## src/rtl/shift_arb.sv

```systemverilog
// Two-requester round-robin scheduler feeding a tagged shift delay line.
// Each stage carries data plus valid/source tags so qout reports the word's origin.
module shift_arb #(
   parameter int BIT_WIDTH = 8,
   parameter int NUM_REG   = 4,
   parameter int LEN_W     = 3
) (
   input  logic                 clk,
   input  logic                 rst,
   input  logic                 req0,
   input  logic [LEN_W-1:0]     len0,
   input  logic [BIT_WIDTH-1:0] din0,
   output logic                 gnt0,
   output logic                 take0,
   input  logic                 req1,
   input  logic [LEN_W-1:0]     len1,
   input  logic [BIT_WIDTH-1:0] din1,
   output logic                 gnt1,
   output logic                 take1,
   input  logic                 hold,
   input  logic                 flush,
   output logic [BIT_WIDTH-1:0] qout,
   output logic                 qout_vld,
   output logic                 qout_src,
   output logic                 busy
);

   // Handshake: a requester holds reqX high until gntX; while gntX is high,
   // takeX marks each cycle in which dinX is consumed into stage 0.
   typedef enum logic {IDLE = 1'b0, STREAM = 1'b1} state_t;

   state_t               state_q, state_d;
   logic                 owner_q, owner_d;
   logic                 rr_q, rr_d;
   logic [LEN_W-1:0]     cnt_q, cnt_d;
   logic                 gnt0_q, gnt0_d, gnt1_q, gnt1_d;
   logic                 pick;

   logic [BIT_WIDTH-1:0] data_q [NUM_REG];
   logic [NUM_REG-1:0]   vld_q, src_q;
   logic [BIT_WIDTH-1:0] qout_q;
   logic                 qout_vld_q, qout_src_q;
   logic                 take_any;
   logic [BIT_WIDTH-1:0] stage0_data;

   always_comb begin
      state_d = state_q;
      owner_d = owner_q;
      rr_d    = rr_q;
      cnt_d   = cnt_q;
      pick    = 1'b0;
      if (flush) begin
         state_d = IDLE;
         cnt_d   = '0;
      end else if (!hold) begin
         case (state_q)
            IDLE: begin
               if (req0 || req1) begin
                  // rr only matters when both ask at once
                  pick    = (req0 && req1) ? rr_q : req1;
                  owner_d = pick;
                  cnt_d   = pick ? len1 : len0;
                  rr_d    = !pick;
                  state_d = STREAM;
               end
            end
            STREAM: begin
               if (cnt_q == '0) state_d = IDLE;
               else             cnt_d   = cnt_q - LEN_W'(1);
            end
            default: state_d = IDLE;
         endcase
      end
      gnt0_d = (state_d == STREAM) && !owner_d;
      gnt1_d = (state_d == STREAM) && owner_d;
   end

   always_ff @(posedge clk or negedge rst) begin
      if (!rst) begin
         state_q <= IDLE;
         owner_q <= 1'b0;
         rr_q    <= 1'b0;
         cnt_q   <= '0;
         gnt0_q  <= 1'b0;
         gnt1_q  <= 1'b0;
      end else begin
         state_q <= state_d;
         owner_q <= owner_d;
         rr_q    <= rr_d;
         cnt_q   <= cnt_d;
         gnt0_q  <= gnt0_d;
         gnt1_q  <= gnt1_d;
      end
   end

   assign gnt0        = gnt0_q;
   assign gnt1        = gnt1_q;
   assign take0       = gnt0_q && !hold && !flush;
   assign take1       = gnt1_q && !hold && !flush;
   assign take_any    = take0 || take1;
   assign stage0_data = take0 ? din0 : (take1 ? din1 : '0);

   always_ff @(posedge clk or negedge rst) begin
      if (!rst) begin
         for (int i = 0; i < NUM_REG; i++) data_q[i] <= '0;
         vld_q      <= '0;
         src_q      <= '0;
         qout_q     <= '0;
         qout_vld_q <= 1'b0;
         qout_src_q <= 1'b0;
      end else if (flush) begin
         for (int i = 0; i < NUM_REG; i++) data_q[i] <= '0;
         vld_q      <= '0;
         src_q      <= '0;
         qout_q     <= '0;
         qout_vld_q <= 1'b0;
         qout_src_q <= 1'b0;
      end else if (!hold) begin
         data_q[0] <= stage0_data;
         for (int i = 1; i < NUM_REG; i++) data_q[i] <= data_q[i-1];
         vld_q      <= {vld_q[NUM_REG-2:0], take_any};
         src_q      <= {src_q[NUM_REG-2:0], take1};
         qout_q     <= data_q[NUM_REG-1];
         qout_vld_q <= vld_q[NUM_REG-1];
         qout_src_q <= src_q[NUM_REG-1];
      end
   end

   assign qout     = qout_q;
   assign qout_vld = qout_vld_q;
   assign qout_src = qout_src_q;
   assign busy     = (state_q != IDLE) || qout_vld_q || (|vld_q);

endmodule

```

## config.mk

```make
export PLATFORM = sky130hd
export DESIGN_NAME = shift_arb
export DESIGN_NICKNAME = d
export VERILOG_FILES = /design/src/rtl/shift_arb.sv
export SDC_FILE = /design/constraint.sdc
export NUM_CORES = 1
export LEC_CHECK = 0
export ABC_AREA = 1
export CORE_UTILIZATION = 43
export CTS_CLUSTER_SIZE = 30
export DETAILED_ROUTE_END_ITERATION = 7
export PLACE_DENSITY = 0.63
export SLEW_MARGIN = 10
export SYNTH_ARGS = -nofsm -noshare
export SYNTH_HDL_FRONTEND = slang
export SYNTH_SLANG_ARGS = --single-unit
```

## constraint.sdc

```tcl
create_clock -name clk -period 2.2 [get_ports clk]
set_input_delay 0.33 -clock clk [delete_from_list [all_inputs] [get_ports clk]]
set_output_delay 0.33 -clock clk [all_outputs]
set_load 0.05 [all_outputs]
```

# Word level (Yosys, flattened, before mapping)
# Index checks and enable logic that the tools add are counted.
[word_totals]
word_cells = 71
ff_bits = 58
inputBits = 28
output_inout_bits = 15
[op_classes]
n_reduce_logical = 19
addsub = 1
n_eq_ne = 3
n_bitwise = 3
n_mux = 30
[ops]
columns = ["cell", "n"]
rows = [
  ["$mux W32", 2],
  ["$mux W8", 4],
  ["$mux W4", 4],
  ["$mux W3", 5],
  ["$mux W1", 13],
  ["$logic_and A1 B1 Y1", 7],
  ["$ne A3 B3 Y1 const B", 2],
  ["$pmux W3 S2", 1],
  ["$logic_not A1 Y1", 4],
  ["$logic_or A1 B1 Y1", 4],
  ["$reduce_and A4 Y1", 1],
  ["$reduce_or A4 Y1", 1],
  ["$logic_not A3 Y1", 1],
  ["$not A1 Y1", 3],
  ["$reduce_and A3 Y1", 1],
  ["$sub A3 B1 Y3 const B", 1],
  ["$ne A2 B1 Y1 const B", 1],
  ["$pmux W1 S2", 1],
]

# Depth between registers and ports, before layout
# Gate-level depths: netlist of the first run.
[logic_depth]
ltp_word = 8
mapped_depth = 8
depth_no_buf = 8

# Worst setup path before layout of the first run
# No wires, ideal clock.
[synth_timing]
kind = "reg2out"
from = "reg qout_vld_q (netlist: qout_vld)"
to = "out busy"
stages_incl_launch_ff = 3
required_time_ns = 1.870
t_arrival_ns = 1.292
path_buffers = 0
path_slack_ns = 0.578
cell_sequence = "dfrtp_1 nor4_1 nand3_1"
[synth_between]
elab_chain_cells = 2
[synth_lines]
columns = ["element", "line", "source"]
rows = [
  ["start: declaration", "42", "logic qout_vld_q, qout_src_q;"],
  ["start signal: assignment", "124", "qout_vld_q <= vld_q[NUM_REG-1];"],
  ["$logic_or A1 B1 Y1 (2 in series)", "132", "assign busy = (state_q != IDLE) || qout_vld_q || (|vld_q);"],
  ["end: declaration", "25", "output logic busy"],
]
# Every way passes these cells.

# Worst setup path after layout of the first run
[layout_timing]
from = "reg state_q"
to = "out busy"
[layout_between]
elab_chain_cells = 2
[layout_lines]
columns = ["element", "line", "source"]
rows = [
  ["start: declaration", "32", "state_t state_q, state_d;"],
  ["start signal: assignment", "87", "state_q <= state_d;"],
  ["$logic_or A1 B1 Y1 (2 in series)", "132", ""],
]
# Every way passes these cells.

==> results of run 1 <==
## critical path, delay by kind of cell, from the launching register on
| family | cells | cell delay (ns) |
|---|---|---|
| and+or+nand+nor | 2 | 0.43 |
| DFF | 1 | 0.47 |
| buffers and inverters | 1 | 0.44 |
## cells by family after synthesis
family,Yosys count,synth area share
adders and majority gates,2,0.009959
AOI/OAI and AO/OA,53,0.1454
and+or+nand+nor,77,0.1479
DFF,58,0.5777
buffers and inverters,66,0.1190
## cells in the mapped netlist (all sizes together)
master  number
a21boi       1
a21oi        1
buf         11
dfrtp       58
ha           2
inv         55
nand2       31
nand3       32
nand4        4
nor2         9
nor4         1
o211ai       9
o21ai       12
o22ai       30
## registers in the layout, summed over array words and instances, names as in the netlist
name and count:
data_q 32, src_q 4, vld_q 4, rr_q 1, cnt_q 3, owner_q 1
state_q 1, qout 8, gnt1 1, gnt0 1, qout_src 1, qout_vld 1
## through the flow
step	hold WS, ns	area, µm²	power, mW	std cells
finish	0.002451	3227	2.367	381
global route	0.05059	3227	2.465	381
CTS	0.01533	3227	2.390	381
detailed placement	0.3715	3030	1.416	365
global placement	0.3678	3030	1.412	365
floorplan	0.03441	2512	1.291	256
## layout make-up
class	instances	area share
clock buffer	14	0.05041
tap	72	0.02792
multi-input combinational	132	0.2361
timing repair buffer	48	0.1601
clock inverter	2	0.01086
sequential	58	0.4498
inverter	55	0.06475
## metal layers
layer  track usage  share of wire  wire length, µm
met5             0              0                0
met3       0.03605          0.037              185
met4       0.09444          0.021              102
met1        0.2595           0.48             2375
met2        0.2930           0.46             2291
## where the power goes
part	switching [mW]	internal [mW]	leakage, nW
Clock	0.389	0.585	0.101
Sequential	0.0158	1.10	0.800
Combinational	0.169	0.110	0.542
## path summary, 6_finish.rpt
| check | startpoint | endpoint | slack, ns |
|---|---|---|---|
| max in group asynchronous | rst | vld_q[0] | 1.61 |
| min | rst | src_q[3] | 0.002 |
| max | state_q | busy | 0.21 |
| min in group clk | owner_q | owner_q | 0.49 |
| min reg2reg | owner_q | owner_q | 0.49 |
| max reg2reg | cnt_q[0] | cnt_q[1] | 1.00 |
## repair_timing
| item | CTS | global route |
|---|---|---|
| endpoints found under the setup margin | 1 | 0 |
| hold buffers | 0 | 0 |
| resized for setup | 1 | 0 |
| endpoints found under the hold margin | 0 | 0 |
==> results.cfg, run 1 <==
[run_status]
outcome = finished, final reports clean

[setup_path]
critPathRequiredTime_ns = 1.87
worstPathCellList = nor4_1, nand3_1, dlygate4sd2_1
worstSetupPathType = flip-flop to output port
crit_slowest_cell = dfrtp_1
cp_max_fo = 9
startpoint_type = flip-flop
critical_path.max_stage_delay_ns = 0.47
critPathArrivalTime_ns = 1.66
r2r_cells = 7
crit_path_end_kind = output port

[cts]
htree_levels = 3
cts_made_buffers = 9
clock_latency_ns = 0.33
clockBufferDepth = 2
cts_tree = built
cts.sinks = 58
clk_pin_slew_ns = 0.06
root_buffer = clkbuf_8
postCtsSetupBuffers = 0

[routing]
drc_errors = 0
ant_nets = 0
via_count = 1901
first_iter_violations = 158
dr.pass1.iters = 4
wire_per_inst_um = 13.00
routed_wl_um = 4954
vias_per_cell = 4.990

[global_route]
grt_pass1_vias = 1889
grt_max_degree = 41
antenna_found_initial = 0
grtUsageTotal = 0.1910
grt_first_pass_wirelength_um = 8921
grt_overflow_total = 0

[worst_hold_path]
min_path_type = primary input to async pin

[sta]
worst_pin_slew_ns = 0.5836
fin_skew_ns = 0.004759
rsz0062_at_grt = false
slew_viol_final = 0
post-route-period-util = 0.9038
layout_min_cycle_time_ns = 1.988
fmax_mhz = 502.9
tns_ns = 0
setup_viol = 0
fin_ws_ns = 0.2117
slew_headroom = 0.6109
hold_viol = 0

[place]
dpl_worst_slack_ns = 0.2809
place.port_buffers = 42
place_congestion = 0.8957
dp_hpwl_um = 3267

[floorplanning]
fp.dieArea_um2 = 6153
fp.dieW_um = 78.44
core_region_area_um2 = 5574
io_pins = 43
initial_core_util = 0.4507
rows = 27
die_y_um = 78.44

[synthesis]
synth_seq_area_share = 0.5777
ys_types = 24
synth_top_area_cell = dfrtp_1
synthCells = 256
netlist_area_um2 = 2512
syn-num-nets = 286
yosysWarnings = 0
synthTopCellsByArea = dfrtp_1 58%, inv_1 7.8%, o22ai_1 7.5%, nand3_1 6.4%, nand2_1 4.2%
ys_ff_latch = 58
synth_top_area_share = 0.5777
syn_avg_cell_area_um2 = 9.814

[cells_and_area]
layout-drive-gt1-share = 0.1327
postLayoutCoreUtil = 0.5789
diodes = 0
area_growth_pct = 28.44
seq_area_um2 = 1451
final_common_cell = dfrtp_1
final_nets = 334
fillers = 503
multiInputGateArea_um2 = 762.0
final_cell_mix = 58 x dfrtp_1, 52 x inv_1, 38 x clkdlybuf4s50_1

[power]
p_per_area_nw_per_um2 = 733.5
vdd_drop_max_v = 0.0004079
p_leak_nw = 1.442

[flow_run]
maxCapViolations = 0
(Power assumes the default switching activity.)
==> run 2: changes to the inputs <==
--- a/config.mk
+++ b/config.mk
@@ -6,10 +6,9 @@
 export NUM_CORES = 1
 export LEC_CHECK = 0
 export ABC_AREA = 1
-export CORE_UTILIZATION = 43
-export CTS_CLUSTER_SIZE = 30
+export CORE_UTILIZATION = 50
 export DETAILED_ROUTE_END_ITERATION = 7
-export PLACE_DENSITY = 0.63
+export PLACE_DENSITY = 0.72
 export SLEW_MARGIN = 10
 export SYNTH_ARGS = -nofsm -noshare
 export SYNTH_HDL_FRONTEND = slang
==> results.cfg, run 2 (same netlist as run 1, synthesis figures left out) <==
[setup_path]
crit_slowest_cell = dfrtp_1
r2r-start = cnt_q[0]
critPathRequiredTime_ns = 1.87
crit_family = flip-flops
r2r_cells = 7
cp_max_fo = 9
startpoint_type = flip-flop
worstSetupPathType = flip-flop to output port
crit_buf_inv = 1
critical_path.max_stage_delay_ns = 0.48
rrSetupSlack_ns = 0.96
crit_path_end_kind = output port
worstPathCellList = nor4_1, nand3_1, dlygate4sd2_1
critPathArrivalTime_ns = 1.62
reg2reg_to = gnt1

[flow_run]
maxCapViolations = 0

[sta]
worst_pin_slew_ns = 0.6242
slew_headroom = 0.5839
post-route-period-util = 0.8857
slew_viol_final = 0
hold_viol = 0
setup_viol = 0
finalHoldWorstSlack_ns = 0.02321
layout_min_cycle_time_ns = 1.948
fmax_mhz = 513.2
tns_ns = 0
rsz0062_at_grt = false
fin_skew_ns = 0.005408
fin_ws_ns = 0.2516

[floorplanning]
initial_core_util = 0.5250
io_pins = 43
fp.dieArea_um2 = 5312
rows = 25
die_y_um = 72.89
fp.dieW_um = 72.89
core_region_area_um2 = 4786

[routing]
routed_wl_um = 4534
via_count = 1884
ant_nets = 0
dr.pass1.iters = 4
first_iter_violations = 73
vias_per_cell = 5.024
wire_per_inst_um = 12.09
drc_errors = 0

[worst_hold_path]
min_path_type = primary input to async pin

[global_route]
grt_overflow_total = 0
grt_first_pass_wirelength_um = 8114
grt_pass1_vias = 1818
grt_max_degree = 41
antenna_found_initial = 0
grtUsageTotal = 0.2053

[cells_and_area]
final_nets = 334
largest_register_ffs = 32
final_cell_mix = 58 x dfrtp_1, 52 x inv_1, 38 x clkdlybuf4s50_1
final_design_area_no_fill_um2 = 3208
layout-drive-gt1-share = 0.1331
area_growth_pct = 27.69
diodes = 0
final_common_cell = dfrtp_1
top_register = data_q

[cts]
root_buffer = clkbuf_8
clock_latency_ns = 0.32
cts_resized = 1
clockBufferDepth = 2
cts_made_buffers = 9
postCtsSetupBuffers = 0
htree_levels = 3
cts.sinks = 58
cts_tree = built
postCtsHoldBufs = 0
clk_pin_slew_ns = 0.06

[power]
seqPwrFrac = 0.483
power_switching_mw = 0.5513
clkPwrFrac = 0.396
power.total_mw = 2.305
p_int_mw = 1.753
p_leak_nw = 1.438
vdd_drop_max_v = 0.0005887
p_comb_frac = 0.120
p_per_area_nw_per_um2 = 718.4
swShare = 0.2392

[place]
dpl_worst_slack_ns = 0.3138
placed_area_um2 = 3024
place.port_buffers = 42
dp_hpwl_um = 3143
place_congestion = 0.7499

[run_status]
outcome = finished, final reports clean
-- run 2: cell type report --
| cell class | count | area, µm² |
|---|---|---|
| sequential | 58 | 1451 |
| multi-input combinational | 132 | 762.0 |
| clock buffer | 12 | 145.1 |
| clock inverter | 3 | 40.04 |
| tap | 67 | 83.83 |
| fill | 397 | 1578 |
| inverter | 55 | 209.0 |
| timing repair buffer | 48 | 516.7 |
-- run 2: power groups by stage --
stage,combinational (mW),clock (mW),sequential (mW)
floorplan,0.151,0,1.14
global placement,0.278,0,1.13
detailed placement,0.282,0,1.13
CTS,0.281,0.932,1.11
global route,0.310,0.973,1.12
finish,0.277,0.913,1.11
-- run 2: metrics by stage --
step	util	std cells
CTS	0.6703	375
finish	0.6703	375
floorplan	-	256
global route	0.6703	375
detailed placement	0.6319	360
global placement	0.6319	360
-- run 2: routing by layer --
metal / vias up / routed length [µm] / global-route usage
li1: 947 / - / -
met1: 888 / 2194 / 0.2686
met2: 43 / 2096 / 0.3209
met3: 6 / 176 / 0.05387
met4: 0 / 67 / 0.09586
met5: - / 0 / 0
-- run 2: worst max-delay path by stage --
stage	from	to	slack [ns]	cells past startpoint
final	state_q	busy	0.25	3
after global routing	state_q	busy	0.17	3
after floorplan	qout_vld	busy	0.58	2
after CTS	state_q	busy	0.24	3
after detailed placement	state_q	busy	0.31	3
after global placement	state_q	busy	0.30	3
-- run 2: worst register-to-register path: stages (launching register included) --
cell and delay, ns:
dfrtp_1 0.40, inv_1 0.09, ha_1 0.17, nand2_1 0.07
o21ai_0 0.15, nand2_1 0.07, nand2_1 0.12, nor2_2 0.05
==> run 3: changes to the inputs <==
==> constraint.sdc (replaced) <==
create_clock -name clk -period 2.39 [get_ports clk]
set_input_delay 0.3585 -clock clk [delete_from_list [all_inputs] [get_ports clk]]
set_output_delay 0.3585 -clock clk [all_outputs]
set_load 0.05 [all_outputs]
==> results.cfg, run 3 (same netlist as run 1, synthesis figures left out) <==
[run_status]
outcome = finished with violations
violations = negative hold slack

[global_route]
grt_first_pass_wirelength_um = 8307
grt_pass1_vias = 1819
grt_overflow_total = 0
grtUsageTotal = 0.2115
grt_max_degree = 41
antenna_found_initial = 0

[floorplanning]
core_region_area_um2 = 4786
fp.dieArea_um2 = 5312
initial_core_util = 0.5250
fp.dieW_um = 72.89
io_pins = 43
die_y_um = 72.89
rows = 25

[sta]
tns_ns = 0
finalHoldWorstSlack_ns = -0.002220
slew_viol_final = 0
setup_viol = 0
layout_min_cycle_time_ns = 1.936
worst_pin_slew_ns = 0.5318
post-route-period-util = 0.8100
fin_skew_ns = 0.006766
hold_viol = 6
fmax_mhz = 516.6
rsz0062_at_grt = false
slew_headroom = 0.6455

[cells_and_area]
top_register = data_q
layout-drive-gt1-share = 0.1424
diodes = 0
instances_no_fill = 376
area_growth_pct = 28.49
final_nets = 334
final_common_cell = dfrtp_1
final_design_area_no_fill_um2 = 3228
final_cell_mix = 58 x dfrtp_1, 52 x inv_1, 38 x clkdlybuf4s50_1
largest_register_ffs = 32

[setup_path]
worstSetupPathType = flip-flop to output port
critPathArrivalTime_ns = 1.58
startpoint_type = flip-flop
crit_path_end_kind = output port
critPathRequiredTime_ns = 2.03
cp_max_fo = 9

[place]
placed_area_um2 = 3012
dp_hpwl_um = 3114
place_congestion = 0.7993
dp.cells = 360
place.port_buffers = 42

[flow_run]
maxCapViolations = 0

[routing]
ant_nets = 0
vias_per_cell = 5.021
first_iter_violations = 165
wire_per_inst_um = 12.52
via_count = 1888
drc_errors = 0
dr.pass1.iters = 5
routed_wl_um = 4709

[cts]
root_buffer = clkbuf_8
cts_made_buffers = 9
clock_latency_ns = 0.34
clk_pin_slew_ns = 0.06
htree_levels = 3
cts_tree = built
postCtsSetupBuffers = 0
clockBufferDepth = 2
cts.sinks = 58

[power]
power.total_mw = 2.219
p_leak_nw = 1.458
vdd_drop_max_v = 0.0005273
p_per_area_nw_per_um2 = 687.5

[worst_hold_path]
min_path_type = primary input to async pin
run 3: worst max-delay path, stage by stage, from the launching register on:
cell and delay (ns):
dfrtp_1 0.47, nor4_1 0.33, nand3_1 0.12, dlymetal6s2s_1 0.33
run 3: final timing paths:
kind	startpoint	end	slack, ns	cells after the start
worst min register to register	owner_q	owner_q	0.48	2
max in group asynchronous	rst	rr_q	1.83	2
worst max-delay path	state_q	busy	0.45	3
worst max register to register	cnt_q[0]	gnt0	1.15	7
worst min-delay path	rst	qout[7]	-0.002	1
min in group clk	owner_q	owner_q	0.48	2
run 3: per-layer routing:
layer	global-route usage	vias to the layer above	part of all wire
li1	-	947	-
met1	0.2872	887	0.49
met2	0.3209	49	0.46
met3	0.07459	5	0.039
met4	0.06536	0	0.0076
met5	0	-	0
run 3: report_power, final:
| group | switching (mW) | internal [mW] | total [mW] |
|---|---|---|---|
| Sequential | 0.0138 | 1.01 | 1.02 |
| Combinational | 0.154 | 0.101 | 0.255 |
| Clock | 0.376 | 0.564 | 0.940 |
run 3: what timing repair did:
action,CTS,global route
resized for setup,0,1
setup endpoints to repair,0,1
hold buffers,0,0
run 3: stage by stage:
stage	worst slack (ns)	utilization
after global placement	0.4456	0.6293
after floorplan	0.7399	-
after global routing	0.3412	0.6745
final	0.4541	0.6745
after CTS	0.05039	0.6740
after detailed placement	0.4107	0.6293
run 3: layout make-up:
cell class / count / area (µm²)
inverters: 55 / 209.0
clock inverters: 4 / 48.80
fillers: 388 / 1558
well taps: 67 / 83.83
multi-input cells: 132 / 762.0
flip-flops and latches: 58 / 1451
repair buffers: 48 / 508.0
clock buffers: 12 / 165.2
